==> config.mk <==
export PLATFORM = sky130hd
export DESIGN_NAME = seg_display_arbiter
export DESIGN_NICKNAME = d
export VERILOG_FILES = /design/src/rtl/seg_pkg.sv /design/src/rtl/seg_display_arbiter_rr_pick.sv /design/src/rtl/seg_display_arbiter.sv
export SDC_FILE = /design/constraint.sdc
export NUM_CORES = 1
export LEC_CHECK = 0
export ABC_CLOCK_PERIOD_IN_PS = 10100
export BUFFER_PORTS_ARGS = -buffer_cell sky130_fd_sc_hd__buf_2
export CAP_MARGIN = 5
export CORE_UTILIZATION = 58
export DETAILED_ROUTE_END_ITERATION = 12
export PLACE_DENSITY = 0.83
export SKIP_LAST_GASP = 1
export SLEW_MARGIN = 25
export SYNTH_ARGS = -nofsm -noshare
export SYNTH_HDL_FRONTEND = slang
export SYNTH_SLANG_ARGS = --single-unit
==> constraint.sdc <==
create_clock -name clk -period 10.1 [get_ports clk]
set_input_delay 1.515 -clock clk [delete_from_list [all_inputs] [get_ports clk]]
set_output_delay 1.515 -clock clk [all_outputs]
set_load 0.03 [all_outputs]
==> src/rtl/seg_pkg.sv <==
// seg_pkg: shared segment types, blank constant, hex glyph table and arbiter states
package seg_pkg;
  typedef logic [7:0] seg_t;
  typedef seg_t [3:0] segs_t;
  localparam seg_t SEG_BLANK = 8'hFF;
  typedef enum logic {IDLE, SHOW} arb_state_t;
  localparam logic [15:0][6:0] SEG_LUT = {
    7'h0E, 7'h06, 7'h21, 7'h46, 7'h03, 7'h08, 7'h10, 7'h00,
    7'h78, 7'h02, 7'h12, 7'h19, 7'h30, 7'h24, 7'h79, 7'h40
  };
  function automatic logic [6:0] hex_to_seg(input logic [3:0] n);
    return SEG_LUT[n];
  endfunction
endpackage

==> src/rtl/seg_display_arbiter_rr_pick.sv <==
// rr_pick: combinational round-robin search upward from last+1, optionally skipping one index
module rr_pick #(
  parameter int N_REQ = 4
) (
  input  logic [N_REQ-1:0] req,
  input  logic [1:0]       last,
  input  logic             exclude_en,
  input  logic [1:0]       exclude_idx,
  output logic             found,
  output logic [1:0]       idx
);
  logic [3:0] req_x;
  logic [1:0] c;
  assign req_x = 4'(req);
  always_comb begin
    found = 1'b0;
    idx = '0;
    c = '0;
    for (int k = 1; k <= N_REQ; k++) begin
      c = 2'((int'(last) + k) % N_REQ);
      if (!found && req_x[c] && !(exclude_en && c == exclude_idx)) begin
        found = 1'b1;
        idx = c;
      end
    end
  end
endmodule

==> src/rtl/seg_display_arbiter.sv <==
// seg_display_arbiter: round-robin owner of the 4-digit display with minimum hold, hex-encoded segs
module seg_display_arbiter
  import seg_pkg::*;
#(
  parameter  int N_REQ       = 4,
  parameter  int HOLD_CYCLES = 100_000_000,
  localparam int CNT_W       = $clog2(HOLD_CYCLES + 1)
) (
  input  logic                  clk,
  input  logic                  rst_n,
  input  logic [N_REQ-1:0]      req,
  input  logic [N_REQ-1:0][15:0] data,
  output logic [N_REQ-1:0]      grant,
  output logic                  busy,
  output logic [1:0]            owner,
  output segs_t                 segs
);
  arb_state_t state_q, state_d;
  logic [1:0] owner_q, owner_d, last_q, last_d, pick;
  logic [CNT_W-1:0] cnt_q, cnt_d;
  logic [N_REQ-1:0] grant_q, grant_d;
  segs_t segs_q, segs_d;
  logic [3:0] req_x;
  logic [3:0][15:0] data_x;
  logic found, show, own_req, take, keep;
  function automatic segs_t encode(input logic [15:0] v, input logic [1:0] dp);
    segs_t r;
    for (int d = 0; d < 4; d++) r[d] = {2'(d) != dp, hex_to_seg(v[4*d +: 4])};
    return r;
  endfunction
  assign req_x  = 4'(req);
  assign data_x = 64'(data);
  assign show   = state_q == SHOW;
  rr_pick #(.N_REQ(N_REQ)) u_pick (
    .req        (req),
    .last       (last_q),
    .exclude_en (show),
    .exclude_idx(owner_q),
    .found      (found),
    .idx        (pick)
  );
  always_comb begin
    own_req = req_x[owner_q];
    take    = found && (!show || !own_req || cnt_q == '0);
    keep    = show && own_req;
    state_d = take || keep ? SHOW : IDLE;
    owner_d = take ? pick : owner_q;
    last_d  = take ? pick : last_q;
    cnt_d   = take || cnt_q == '0 ? CNT_W'(HOLD_CYCLES - 1) : cnt_q - 1'b1;
    grant_d = take || keep ? N_REQ'(1) << owner_d : '0;
    segs_d  = take || keep ? encode(data_x[owner_d], owner_d) : {4{SEG_BLANK}};
  end
  always_ff @(posedge clk) begin
    if (!rst_n) begin
      state_q <= IDLE;
      owner_q <= '0;
      last_q  <= 2'(N_REQ - 1);
      cnt_q   <= '0;
      grant_q <= '0;
      segs_q  <= {4{SEG_BLANK}};
    end else begin
      state_q <= state_d;
      owner_q <= owner_d;
      last_q  <= last_d;
      cnt_q   <= cnt_d;
      grant_q <= grant_d;
      segs_q  <= segs_d;
    end
  end
  assign grant = grant_q;
  assign busy  = show;
  assign owner = owner_q;
  assign segs  = segs_q;
endmodule

# After elaboration in Yosys (flattened, before gate mapping)
# Memories as Yosys holds them, arrays and structs flattened. A register that Yosys moved wholly into a read port is not among the register bits.
# Cells that the tools add are included.
dict set report word_totals {
  reg_bits 68
  latch_bits 0
  ramBits 0
  romBits 448
  in_bits 70
  out_inout_bits 39
  elab_cells 99
  n_memories 4
}
dict set report classes {
  n_addsub 5
  n_mul 0
  div 0
  magnitude_cmp 10
  n_eq_ne 7
  shifts 1
  mux 27
  n_bitwise 1
  n_reduce_logical 34
}
# name depth word_bits rd rd_ports_with_merged_regs write_ports line_no
set mem_list {}
lappend mem_list {{(name not given)} 16 7 1 1 0 seg_pkg.sv:12} ;# return SEG_LUT[n];
lappend mem_list {{(name not given)} 16 7 1 1 0 seg_pkg.sv:12}
lappend mem_list {{(name not given)} 16 7 1 1 0 seg_pkg.sv:12}
lappend mem_list {{(name not given)} 16 7 1 1 0 seg_pkg.sv:12}
# op n
set op_table {}
lappend op_table {{$bmux W16 S2} 1}
lappend op_table {{$mux W7} 4}
lappend op_table {{$logic_not A27 Y1} 1}
lappend op_table {{$mux W27} 1}
lappend op_table {{$sub A27 B1 Y27 const B} 1}
lappend op_table {{$lt A4 B5 Y1 const B} 4}
lappend op_table {{$lt A2 B3 Y1 const B} 6}
lappend op_table {{$mux W16} 1}
lappend op_table {{$logic_and A1 B1 Y1} 13}
lappend op_table {{$logic_not A1 Y1} 13}
lappend op_table {{$bmux W1 S2} 5}
lappend op_table {{$mux W1} 10}
lappend op_table {{$mux W2} 5}
lappend op_table {{$eq A2 B2 Y1} 4}
lappend op_table {{$add A2 B1 Y2 const B} 2}
lappend op_table {{$add A2 B2 Y2 const B} 2}
lappend op_table {{$logic_or A1 B1 Y1} 4}
lappend op_table {{$ne A2 B2 Y1 const A} 2}
lappend op_table {{$shl A1 B2 Y4 const A} 1}
lappend op_table {{$ne A1 B2 Y1 const A} 1}
lappend op_table {{$reduce_and A2 Y1} 1}
lappend op_table {{$reduce_bool A2 Y1} 1}
lappend op_table {{$reduce_or A2 Y1} 1}
lappend op_table {{$not A1 Y1} 1}

# Logic depth before layout (Yosys ltp)
# Gate-level depths: netlist of run 1.
dict set report logic_depth {
  depth_word 24
  ltp_mapped 18
  depth_no_buf 14
}

# Hierarchy
# Synthesis of run 1 repeated with hierarchy kept, for this count alone.
dict set report hier_totals {
  cells_unflattened 489
  area_unflattened_um2 4436.8
}
# mod n_inst cells_each area_per_inst_um2 seq_area_each_um2
set modules_own_cells {}
lappend modules_own_cells {seg_display_arbiter 1 446 4062.6 1361.3}
lappend modules_own_cells {rr_pick 1 43 374.1 0.0}

# Worst setup path after synthesis of run 1
# Ideal clock, no wire load.
dict set report synth_timing {
  path_type {input-to-reg}
  startpoint {input port req[1]}
  endpoint {register segs_q (netlist bit segs[3])}
  setup_time_ns 0.136
  arrival_ns 4.787
  required_time_ns 9.964
  path_slack_ns 5.176
  path_stages 16
  path_buffers 4
  path_cell_list {clkbuf_1 nor2b_1 mux4_2 a221oi_1 o22ai_2 a32oi_1 buf_4 buf_6 buf_4 nor2_1 a21oi_1 inv_1 ha_1 nor2_1 a211oi_1 o21ai_0}
}
dict set report synth_via {
  elab_chain_cells 20
  elab_cells_between_ends 39
  cone_classes {mux (21); reduce/logical (18)}
}
# item line_no
set synth_lines {}
lappend synth_lines {{start: declaration} seg_display_arbiter.sv:11} ;# input logic [N_REQ-1:0] req,
lappend synth_lines {{$bmux W1 S2} seg_display_arbiter_rr_pick.sv:21} ;# if (!found && req_x[c] && !(exclude_en && c == exclude_idx)) begin
lappend synth_lines {{$mux W1 (implied by the code)} seg_display_arbiter_rr_pick.sv:21}
lappend synth_lines {{$logic_and A1 B1 Y1} seg_display_arbiter_rr_pick.sv:21}
lappend synth_lines {{$mux W1} seg_display_arbiter_rr_pick.sv:21}
lappend synth_lines {{$logic_not A1 Y1} seg_display_arbiter_rr_pick.sv:21}
lappend synth_lines {{$logic_and A1 B1 Y1 (2 in a row)} seg_display_arbiter_rr_pick.sv:21}
lappend synth_lines {{$mux W1} seg_display_arbiter_rr_pick.sv:21}
lappend synth_lines {{$logic_not A1 Y1} seg_display_arbiter_rr_pick.sv:21}
lappend synth_lines {{$logic_and A1 B1 Y1 (2 in a row)} seg_display_arbiter_rr_pick.sv:21}
lappend synth_lines {{$mux W1} seg_display_arbiter_rr_pick.sv:21}
lappend synth_lines {{$logic_not A1 Y1} seg_display_arbiter_rr_pick.sv:21}
lappend synth_lines {{$logic_and A1 B1 Y1 (2 in a row)} seg_display_arbiter_rr_pick.sv:21}
lappend synth_lines {{$mux W1} seg_display_arbiter_rr_pick.sv:21}
lappend synth_lines {{$logic_and A1 B1 Y1} seg_display_arbiter.sv:44} ;# take = found && (!show || !own_req || cnt_q == '0);
lappend synth_lines {{$mux W2 or $logic_or A1 B1 Y1 (tied branches)} {seg_display_arbiter.sv:47, seg_display_arbiter.sv:51}}
lappend synth_lines {{$bmux W16 S2 or $reduce_and A2 Y1 (tied branches)} n/a}
lappend synth_lines {{$mux W16 (implied by the code) or $logic_not A1 Y1 (tied branches)} n/a}
lappend synth_lines {{end: declaration} seg_display_arbiter.sv:22} ;# segs_t segs_q, segs_d;
# Parallel ways exist; a longest one is shown, timed or not. The select of a mux whose other input is x is not followed.
# A chain may end at the register's enable or synchronous reset.

# Worst setup path after layout of run 1
dict set report layout_timing {
  startpoint {input port req[3]}
  endpoint {register segs_q (netlist bit segs[3])}
}
# Same word-level chain as after synthesis.

==> flow_metrics.tcl, run 1 <==
set metrics [dict create \
    drt_wl_total_mm 9.81 \
    drtIter0Drc 183 \
    synth_area_um2 4320 \
    die-area_um2 7800 \
    critical_path.startpoint_type "primary input" \
    ctsResizeCount 0 \
    clk_latency_ns 0.36 \
    seq_area_um2 1360 \
    period_needed_ns 5.20 \
    cts_hold_buf 0 \
    num_vias 3876 \
    numPortBuffers 108 \
    synth_compound_area_share_pct 16.3 \
    clk_pin_slew_ns 0.08 \
    first_pass_iters 5 \
    ir_drop_mv 0.255 \
    busiest_layer "met2" \
    routed_via_density 5.78 \
    grt_usage_pct 26.0 \
    synth_simple_gate_area_share_pct 16.3 \
    outcome "finished clean" \
    grt_max_degree 37 \
    r2r-end "segs[3]$_SDFF_PN1_" \
    crit_fanout 36 \
    synth_fa_ha_area_share_pct 7.23 \
    synth_warnings 0 \
    hp-start "cnt_q[17]$_SDFF_PP0_" \
    syn_nets 569 \
    place_inst 655 \
    first_global_vias 3383 \
    grt_pass1_wl_mm 15.6 \
    dieWidth_um 88.3 \
    fin_cells 671 \
    wire_per_inst_um 14.6 \
    final.setup.tns_ns 0 \
    post_synth.cell_area_avg_um2 9.12 \
    met2_usage_pct 44.1 \
    worstMarginPinSlew_ns 0.991 \
    synth_edf_count 0 \
    hold_violations 0 \
    synthMuxAreaShare_pct 17.5 \
    htree_levels 3 \
    synth_xor_area_share_pct 4.25 \
    reg2reg_setup_slack_ns 5.60 \
    syn2layout_area_growth_pct 17.4 \
    fillers 568 \
    holdPathEnd "cnt_q[17]$_SDFF_PP0_" \
    p_per_area_nw_per_um2 404 \
    nets 662 \
    final_antenna_net_count 0 \
    timing.rr.start "last_q[1]$_SDFFE_PN1N_" \
    synth_flop_cell "dfxtp_1" \
    grt_util_met3_pct 4.66 \
    initial_core_util_pct 59.9 \
    fmax_ghz 0.192 \
    drive_above_1_share_pct 28.3 \
    antenna_found_initial 0 \
    clockBufferDepth 2 \
    cts_tree "done" \
    finClkSkew_ns 0.0112 \
    postCtsSetupRepairBufs 0 \
    crit_type "in -> reg" \
    period_share_pct 51.4 \
    diodes 0 \
    drc 0 \
    hold_class "reg -> reg" \
    grt_overflow_total 0 \
    synth_top_family_by_area "multiplexers" \
    critPathCaptureType "flip-flop" \
    max_cap_viol_count 0 \
    ys_ff_latch 68 \
    worstRegToRegCells 14 \
    seq_area_frac_synth_pct 31.5 \
    die_h_um 88.3 \
    coreArea_um2 7210 \
    cp.required_ns 10.32 \
    multi_input_area_um2 2700 \
    p_leak_nw 2.27 \
    grt_use_met1_pct 32.2 \
    dp_hpwl_mm 7.14 \
    whs_path_depth 2 \
    utilization_pct 70.4 \
    timing.hold.ws_ns 0.479 \
    syn_inst 474 \
    ios 109 \
    clock-sinks 68 \
    crit_arrival_ns 5.41 \
    setup_viol 0 \
    slew_violations 0 \
    synth_cell_types 60 \
    slew_headroom_pct 32.1 \
    rsz0062_at_grt "false" \
    clock-root-buffer "clkbuf_8" \
    gp_congestion 0.895 \
    cts_made_buffers 9 \
    placementRows 31 \
    async_reset_ff_share_pct 0 \
]
## how the worst max path moves through the flow
stage,end,start,depth (start not counted)
6_report,segs[3]$_SDFF_PN1_,req[3],15
5_1_grt,segs[3]$_SDFF_PN1_,req[3],14
4_1_cts,segs[3]$_SDFF_PN1_,req[3],15
3_5_place_dp,segs[3]$_SDFF_PN1_,req[3],15
3_3_place_gp,segs[3]$_SDFF_PN1_,req[3],15
2_1_floorplan,segs[3]$_SDFF_PN1_,req[1],16
## layout make-up
class | count | share of cell area (%)
multi-input combinational | 349 | 53.2
sequential | 68 | 26.8
clock inverter | 7 | 1.95
tap | 99 | 2.44
clock buffer | 9 | 2.44
timing repair buffer | 111 | 11.1
inverter | 28 | 2.07
## per-stage QoR
stage	instance area, µm²	setup WS [ns]	power [mW]
3_5_place_dp	4860	4.60	1.79
6_report	5080	4.90	2.05
4_1_cts	5080	4.94	2.05
5_1_grt	5080	4.61	2.20
2_1_floorplan	4320	5.18	1.56
3_3_place_gp	4860	4.83	1.74
## registers in the layout, indices dropped and copies added, names as in the netlist
signal,cells
segs,32
owner,2
busy,1
grant,4
last_q,2
cnt_q,27
## cells in the final DEF (no fill, tap or decap), types with 12 or more instances in the layout
cell | netlist | routed
nor2_1 | 37 | 37
a21oi_1 | 36 | 35
nand2_1 | 27 | 27
buf_2 | 4 | 108
xnor2_1 | 16 | 16
inv_1 | 27 | 27
nand3_1 | 14 | 14
dfxtp_1 | 68 | 68
o221ai_1 | 12 | 12
ha_1 | 25 | 25
mux2i_1 | 45 | 44
## metal layers
layer	vias up	part of all wire, %	routed length [µm]
met1	1795	44	4290
li1	1894	-	-
met5	-	0	0
met2	171	49	4820
met3	16	5.1	499
met4	0	2.1	208
## logic make-up (layout without fill, tap and decap cells)
group / count (synthesis) / in the layout
AO/OA/AOI/OAI: 104 / 104
XOR/XNOR: 21 / 21
adder cells (fa/ha/maj): 25 / 25
buffers and inverters: 57 / 155
flip-flops: 68 / 68
multiplexers: 63 / 63
AND/OR/NAND/NOR: 136 / 136
## report_power, final
part           internal [mW]  total, mW  switching (mW)
combinational          0.534       1.37           0.833
clock                  0.140      0.251           0.111
sequential             0.366      0.434          0.0675
total                   1.04       2.05            1.01
## critical path, cell delays in order
cell,delay (ns)
buf_2,0.21
nor2b_1,0.08
mux4_2,0.46
a221oi_1,0.55
o22ai_2,0.32
mux2i_4,0.22
buf_4,0.48
mux2_2,0.25
nor2_1,0.03
a21oi_1,0.41
inv_1,0.17
ha_1,0.34
nor2_1,0.05
a211oi_1,0.20
o21ai_0,0.10
## synth_stat cells, drive strengths merged, types with 5 or more instances
master  count  area share, %
xnor2      16            3.2
nor4        7            1.4
nor2       37            3.2
or2         5           0.72
buf        16            3.3
clkbuf     13            1.1
mux2i      51             14
a21oi      37            4.4
a211oi      7            1.2
nand2b     11            1.6
dfxtp      68             31
o211ai      7            1.2
nor2b       7            1.0
nand2      28            2.5
a221oi      5            1.0
o21ai      15            1.7
mux2        9            2.4
nor3        6           0.69
inv        28            2.4
o221ai     14            3.1
nand3      14            1.6
ha         25            7.2
xor2        5            1.0
(Power assumes the default switching activity.)
==> run 2: changes to the inputs <==
--- a/config.mk
+++ b/config.mk
@@ -5,12 +5,12 @@
 export SDC_FILE = /design/constraint.sdc
 export NUM_CORES = 1
 export LEC_CHECK = 0
-export ABC_CLOCK_PERIOD_IN_PS = 10100
+export ABC_CLOCK_PERIOD_IN_PS = 4400
 export BUFFER_PORTS_ARGS = -buffer_cell sky130_fd_sc_hd__buf_2
 export CAP_MARGIN = 5
-export CORE_UTILIZATION = 58
+export CORE_UTILIZATION = 49
 export DETAILED_ROUTE_END_ITERATION = 12
-export PLACE_DENSITY = 0.83
+export PLACE_DENSITY = 0.74
 export SKIP_LAST_GASP = 1
 export SLEW_MARGIN = 25
 export SYNTH_ARGS = -nofsm -noshare
==> constraint.sdc (replaced) <==
create_clock -name clk -period 4.4 [get_ports clk]
set_input_delay 0.66 -clock clk [delete_from_list [all_inputs] [get_ports clk]]
set_output_delay 0.66 -clock clk [all_outputs]
set_load 0.03 [all_outputs]
==> run 2 against run 1 <==
Compared with the run above:
- wire length increased by 0.56%
- count of clock-buffer cells in the layout unchanged
- non-clock buffer count increased by 10
- register-to-register slack got worse by 5.3 ns
- flip-flop and latch count unchanged
- worst setup slack got worse by 4.6 ns
- critical path depth decreased by 6
- design area increased by 1.4%
- combinational power increased by 140%
==> flow_metrics.tcl, run 2 (same netlist as run 1, synthesis figures left out) <==
set metrics [dict create \
    clock-root-buffer "clkbuf_8" \
    cp.required_ns 4.59 \
    final.setup.tns_ns 0 \
    clock-sinks 68 \
    drc 0 \
    clk_pin_slew_ns 0.08 \
    drtIter0Drc 134 \
    drive_above_1_share_pct 29.6 \
    max_cap_viol_count 0 \
    diodes 0 \
    syn2layout_area_growth_pct 19.1 \
    hold_violations 0 \
    final_common_cell "buf_2" \
    first_global_vias 3554 \
    first_pass_iters 7 \
    drt_wl_total_mm 9.87 \
    grt_use_met1_pct 28.4 \
    crit_arrival_ns 4.28 \
    die_h_um 95.9 \
    finClkSkew_ns 0.0161 \
    placementRows 33 \
    grt_overflow_total 0 \
    p_per_area_nw_per_um2 924 \
    die-area_um2 9200 \
    crit_type "reg -> reg" \
    cts_made_buffers 9 \
    wire_per_inst_um 14.4 \
    period_share_pct 93.0 \
    clockBufferDepth 2 \
    fmax_ghz 0.244 \
    ctsResizeCount 0 \
    crit_fanout 14 \
    grt_usage_pct 22.5 \
    dp_hpwl_mm 7.47 \
    period_needed_ns 4.09 \
    busiest_layer "met2" \
    worstMarginPinSlew_ns 0.918 \
    htree_levels 3 \
    cts_tree "done" \
    met2_usage_pct 38.3 \
    utilization_pct 61.4 \
    rsz0062_at_grt "false" \
    antenna_found_initial 0 \
    cts_hold_buf 0 \
    num_vias 3794 \
    grt_pass1_wl_mm 16.2 \
    coreArea_um2 8380 \
    nets 672 \
    initial_core_util_pct 51.6 \
    critical_path.startpoint_type "flip-flop" \
    dpl_cell_area_um2 4950 \
    gp_congestion 0.878 \
    grt_util_met3_pct 4.90 \
    routed_via_density 5.52 \
    dieWidth_um 95.9 \
    outcome "finished clean" \
    slew_violations 0 \
    final_cell_area_um2 5150 \
    p_leak_nw 2.30 \
    hold_class "reg -> reg" \
    setup_viol 0 \
    clk_latency_ns 0.35 \
    timing.hold.ws_ns 0.479 \
    largest_register_ff_count 32 \
    mostFrequentLayoutCells "108 x buf_2, 68 x dfxtp_1, 44 x mux2i_1" \
    ir_drop_mv 0.566 \
    ios 109 \
    critPathCaptureType "flip-flop" \
    final_antenna_net_count 0 \
    fillers 712 \
    slew_headroom_pct 37.1 \
    grt_max_degree 31 \
    numPortBuffers 108 \
    postCtsSetupRepairBufs 0 \
]
[run 2: final timing paths]
kind / cells after the start / end / slack (ns) / start
hold / removal: 1 / cnt_q[0]$_SDFF_PN0_ / 0.48 / cnt_q[0]$_SDFF_PN0_
setup / recovery: 9 / segs[6]$_SDFF_PN1_ / 0.31 / owner[1]$_SDFF_PN0_
setup reg to reg: 9 / segs[6]$_SDFF_PN1_ / 0.31 / owner[1]$_SDFF_PN0_
hold reg to reg: 1 / cnt_q[0]$_SDFF_PN0_ / 0.48 / cnt_q[0]$_SDFF_PN0_
[run 2: metal layers]
layer / up-vias / routed length, µm
met4: 0 / 127
met1: 1725 / 4450
met3: 13 / 645
li1: 1908 / -
met5: - / 0
met2: 148 / 4650
[run 2: worst max-delay path, cell delays in order (launching register included)]
cell	delay (ns)
dfxtp_1	0.69
nor2_1	0.11
mux4_2	0.46
a221oi_1	0.50
o22ai_2	0.31
a32oi_4	0.45
buf_4	0.22
mux2i_1	0.77
mux2i_1	0.29
o221ai_1	0.14
[run 2: cell type report]
cell class | count | area [µm²] | area share [%]
inverter | 28 | 105 | 2.04
sequential | 68 | 1360 | 26.4
clock inverter | 7 | 75.1 | 1.46
tap | 105 | 131 | 2.55
multi-input combinational | 349 | 2700 | 52.5
clock buffer | 9 | 124 | 2.41
timing repair buffer | 121 | 651 | 12.6
[run 2: where the power goes]
| group | total, mW | internal, mW | switching, mW |
|---|---|---|---|
| combinational | 3.26 | 1.33 | 1.92 |
| sequential | 0.981 | 0.841 | 0.140 |
| clock | 0.519 | 0.263 | 0.256 |
[run 2: through the flow]
step,std cells,power [mW],setup WS (ns)
2_1_floorplan,474,3.58,0.331
3_3_place_gp,671,4.16,0.266
3_5_place_dp,671,4.23,0.125
4_1_cts,687,4.76,0.340
5_1_grt,687,5.14,0.0392
6_report,687,4.76,0.306
==> run 3: changes to the inputs <==
==> constraint.sdc (replaced) <==
create_clock -name clk -period 4.4 [get_ports clk]
set_input_delay 0.66 -clock clk [delete_from_list [all_inputs] [get_ports clk]]
set_output_delay 0.66 -clock clk [all_outputs]
set_load 0.1 [all_outputs]
==> run 3 against run 2 <==
Compared with the run above:
- count of clock-buffer cells in the layout unchanged
- fmax increased by 1.4%
- design area increased by 1.6%
- largest cell class unchanged
- cell count increased by 0.15%
==> flow_metrics.tcl, run 3 (same netlist as run 1, synthesis figures left out) <==
set metrics [dict create \
    outcome "finished clean" \
    crit_type "reg -> reg" \
    htree_levels 3 \
    clock-root-buffer "clkbuf_8" \
    finClkSkew_ns 0.0100 \
    first_pass_iters 4 \
    drtIter0Drc 131 \
    cp.required_ns 4.63 \
    grt_max_degree 29 \
    utilization_pct 62.4 \
    nets 673 \
    dp_hpwl_mm 7.40 \
    diodes 0 \
    worstMarginPinSlew_ns 0.788 \
    clk_latency_ns 0.35 \
    postCtsSetupRepairBufs 0 \
    max_cap_viol_count 0 \
    busiest_layer "met2" \
    crit_chain "or4_1, or3_4, nor4_4, o22ai_2, mux2i_4, buf_12, mux2_2, nor2_1, a21oi_2, inv_1, ha_1, nor2_1, a211oi_1, nand3b_1" \
    grt_overflow_total 0 \
    numPortBuffers 108 \
    gp_congestion 0.880 \
    clk_pin_slew_ns 0.08 \
    grt_use_met1_pct 27.9 \
    max_stage_delay_ns 0.59 \
    r2r-end "segs[17]$_SDFF_PN1_" \
    antenna_found_initial 0 \
    crit_start "cnt_q[8]$_SDFF_PP0_" \
    drc 0 \
    critPathCaptureType "flip-flop" \
    clock-sinks 68 \
    final.setup.tns_ns 0 \
    period_needed_ns 4.04 \
    placementRows 33 \
    num_vias 3875 \
    syn2layout_area_growth_pct 20.9 \
    cts_tree "done" \
    routed_via_density 5.63 \
    fmax_ghz 0.248 \
    critPathSlowestCell "or4_1" \
    worst_path_most_repeated_cell "nor2_1" \
    crit_fanout 28 \
    crit_arrival_ns 4.27 \
    die-area_um2 9200 \
    slew_violations 0 \
    initial_core_util_pct 51.6 \
    dieWidth_um 95.9 \
    wire_per_inst_um 14.2 \
    critical_path.startpoint_type "flip-flop" \
    rsz0062_at_grt "false" \
    ios 109 \
    hold_violations 0 \
    die_h_um 95.9 \
    hold_class "reg -> reg" \
    reg2reg_setup_slack_ns 0.36 \
    timing.rr.start "cnt_q[8]$_SDFF_PP0_" \
    ctsResizeCount 0 \
    mostFrequentLayoutCells "108 x buf_2, 67 x dfxtp_1, 44 x mux2i_1" \
    slew_headroom_pct 47.4 \
    clockBufferDepth 2 \
    largest_register_ff_count 32 \
    grt_util_met3_pct 5.85 \
    grt_pass1_wl_mm 16.2 \
    period_share_pct 91.8 \
    coreArea_um2 8380 \
    critPathCapture "segs[17]$_SDFF_PN1_" \
    final_common_cell "buf_2" \
    grt_usage_pct 22.9 \
    worstRegToRegCells 14 \
    drt_wl_total_mm 9.80 \
    cts_made_buffers 9 \
    cts_hold_buf 0 \
    setup_viol 0 \
    met2_usage_pct 38.6 \
    timing.hold.ws_ns 0.473 \
    final_antenna_net_count 0 \
    drive_above_1_share_pct 29.8 \
    first_global_vias 3615 \
]
-- run 3: cell count changes in the layout (fill, tap and decap cells not counted), sizes merged --
cell and delta:
inv +1, bufinv +3, buf +1, clkinvlp -3, clkinv -1
-- run 3: routing by layer --
| metal | up-vias | share of wire, % |
|---|---|---|
| met5 | - | 0 |
| met1 | 1791 | 44 |
| met4 | 0 | 1.4 |
| met2 | 165 | 48 |
| li1 | 1907 | - |
| met3 | 12 | 6.8 |
-- run 3: per-stage QoR --
| step | instance area, µm² | setup WS [ns] | cells |
|---|---|---|---|
| 2_1_floorplan | 4330 | 0.0150 | 474 |
| 3_3_place_gp | 4960 | 0.272 | 672 |
| 3_5_place_dp | 4960 | 0.127 | 672 |
| 4_1_cts | 5230 | 0.377 | 688 |
| 5_1_grt | 5230 | 0.117 | 688 |
| 6_report | 5230 | 0.363 | 688 |
-- run 3: cell type report --
cell class	instances	area [µm²]
tap	105	131
clock inverter	7	146
inverter	28	105
fill	721	3150
timing repair buffer	122	658
sequential	68	1360
clock buffer	9	124
multi-input combinational	349	2700
-- run 3: how the worst min path moves through the flow --
stage                               from              endpoint  cells after the start
global route        cnt_q[17]$_SDFF_PP0_  cnt_q[17]$_SDFF_PP0_                      2
finish              cnt_q[17]$_SDFF_PP0_  cnt_q[17]$_SDFF_PP0_                      2
detailed placement   cnt_q[0]$_SDFF_PN0_   cnt_q[0]$_SDFF_PN0_                      1
CTS                 cnt_q[17]$_SDFF_PP0_  cnt_q[17]$_SDFF_PP0_                      2
global placement     cnt_q[0]$_SDFF_PN0_   cnt_q[0]$_SDFF_PN0_                      1
floorplan            cnt_q[0]$_SDFF_PN0_   cnt_q[0]$_SDFF_PN0_                      1
-- run 3: worst max-delay path, delay by kind of cell, from the launching register on --
| kind | cells | cell delay (ns) |
|---|---|---|
| adders and majority gates | 1 | 0.25 |
| buffers and inverters | 2 | 0.39 |
| AOI/OAI and AO/OA | 3 | 0.39 |
| DFF | 1 | 0.36 |
| muxes | 2 | 0.71 |
| and+or+nand+nor | 6 | 1.82 |
Power of run 3 is not shown: default switching activity piles up to over one toggle a cycle in this logic, so the estimate is an artifact.
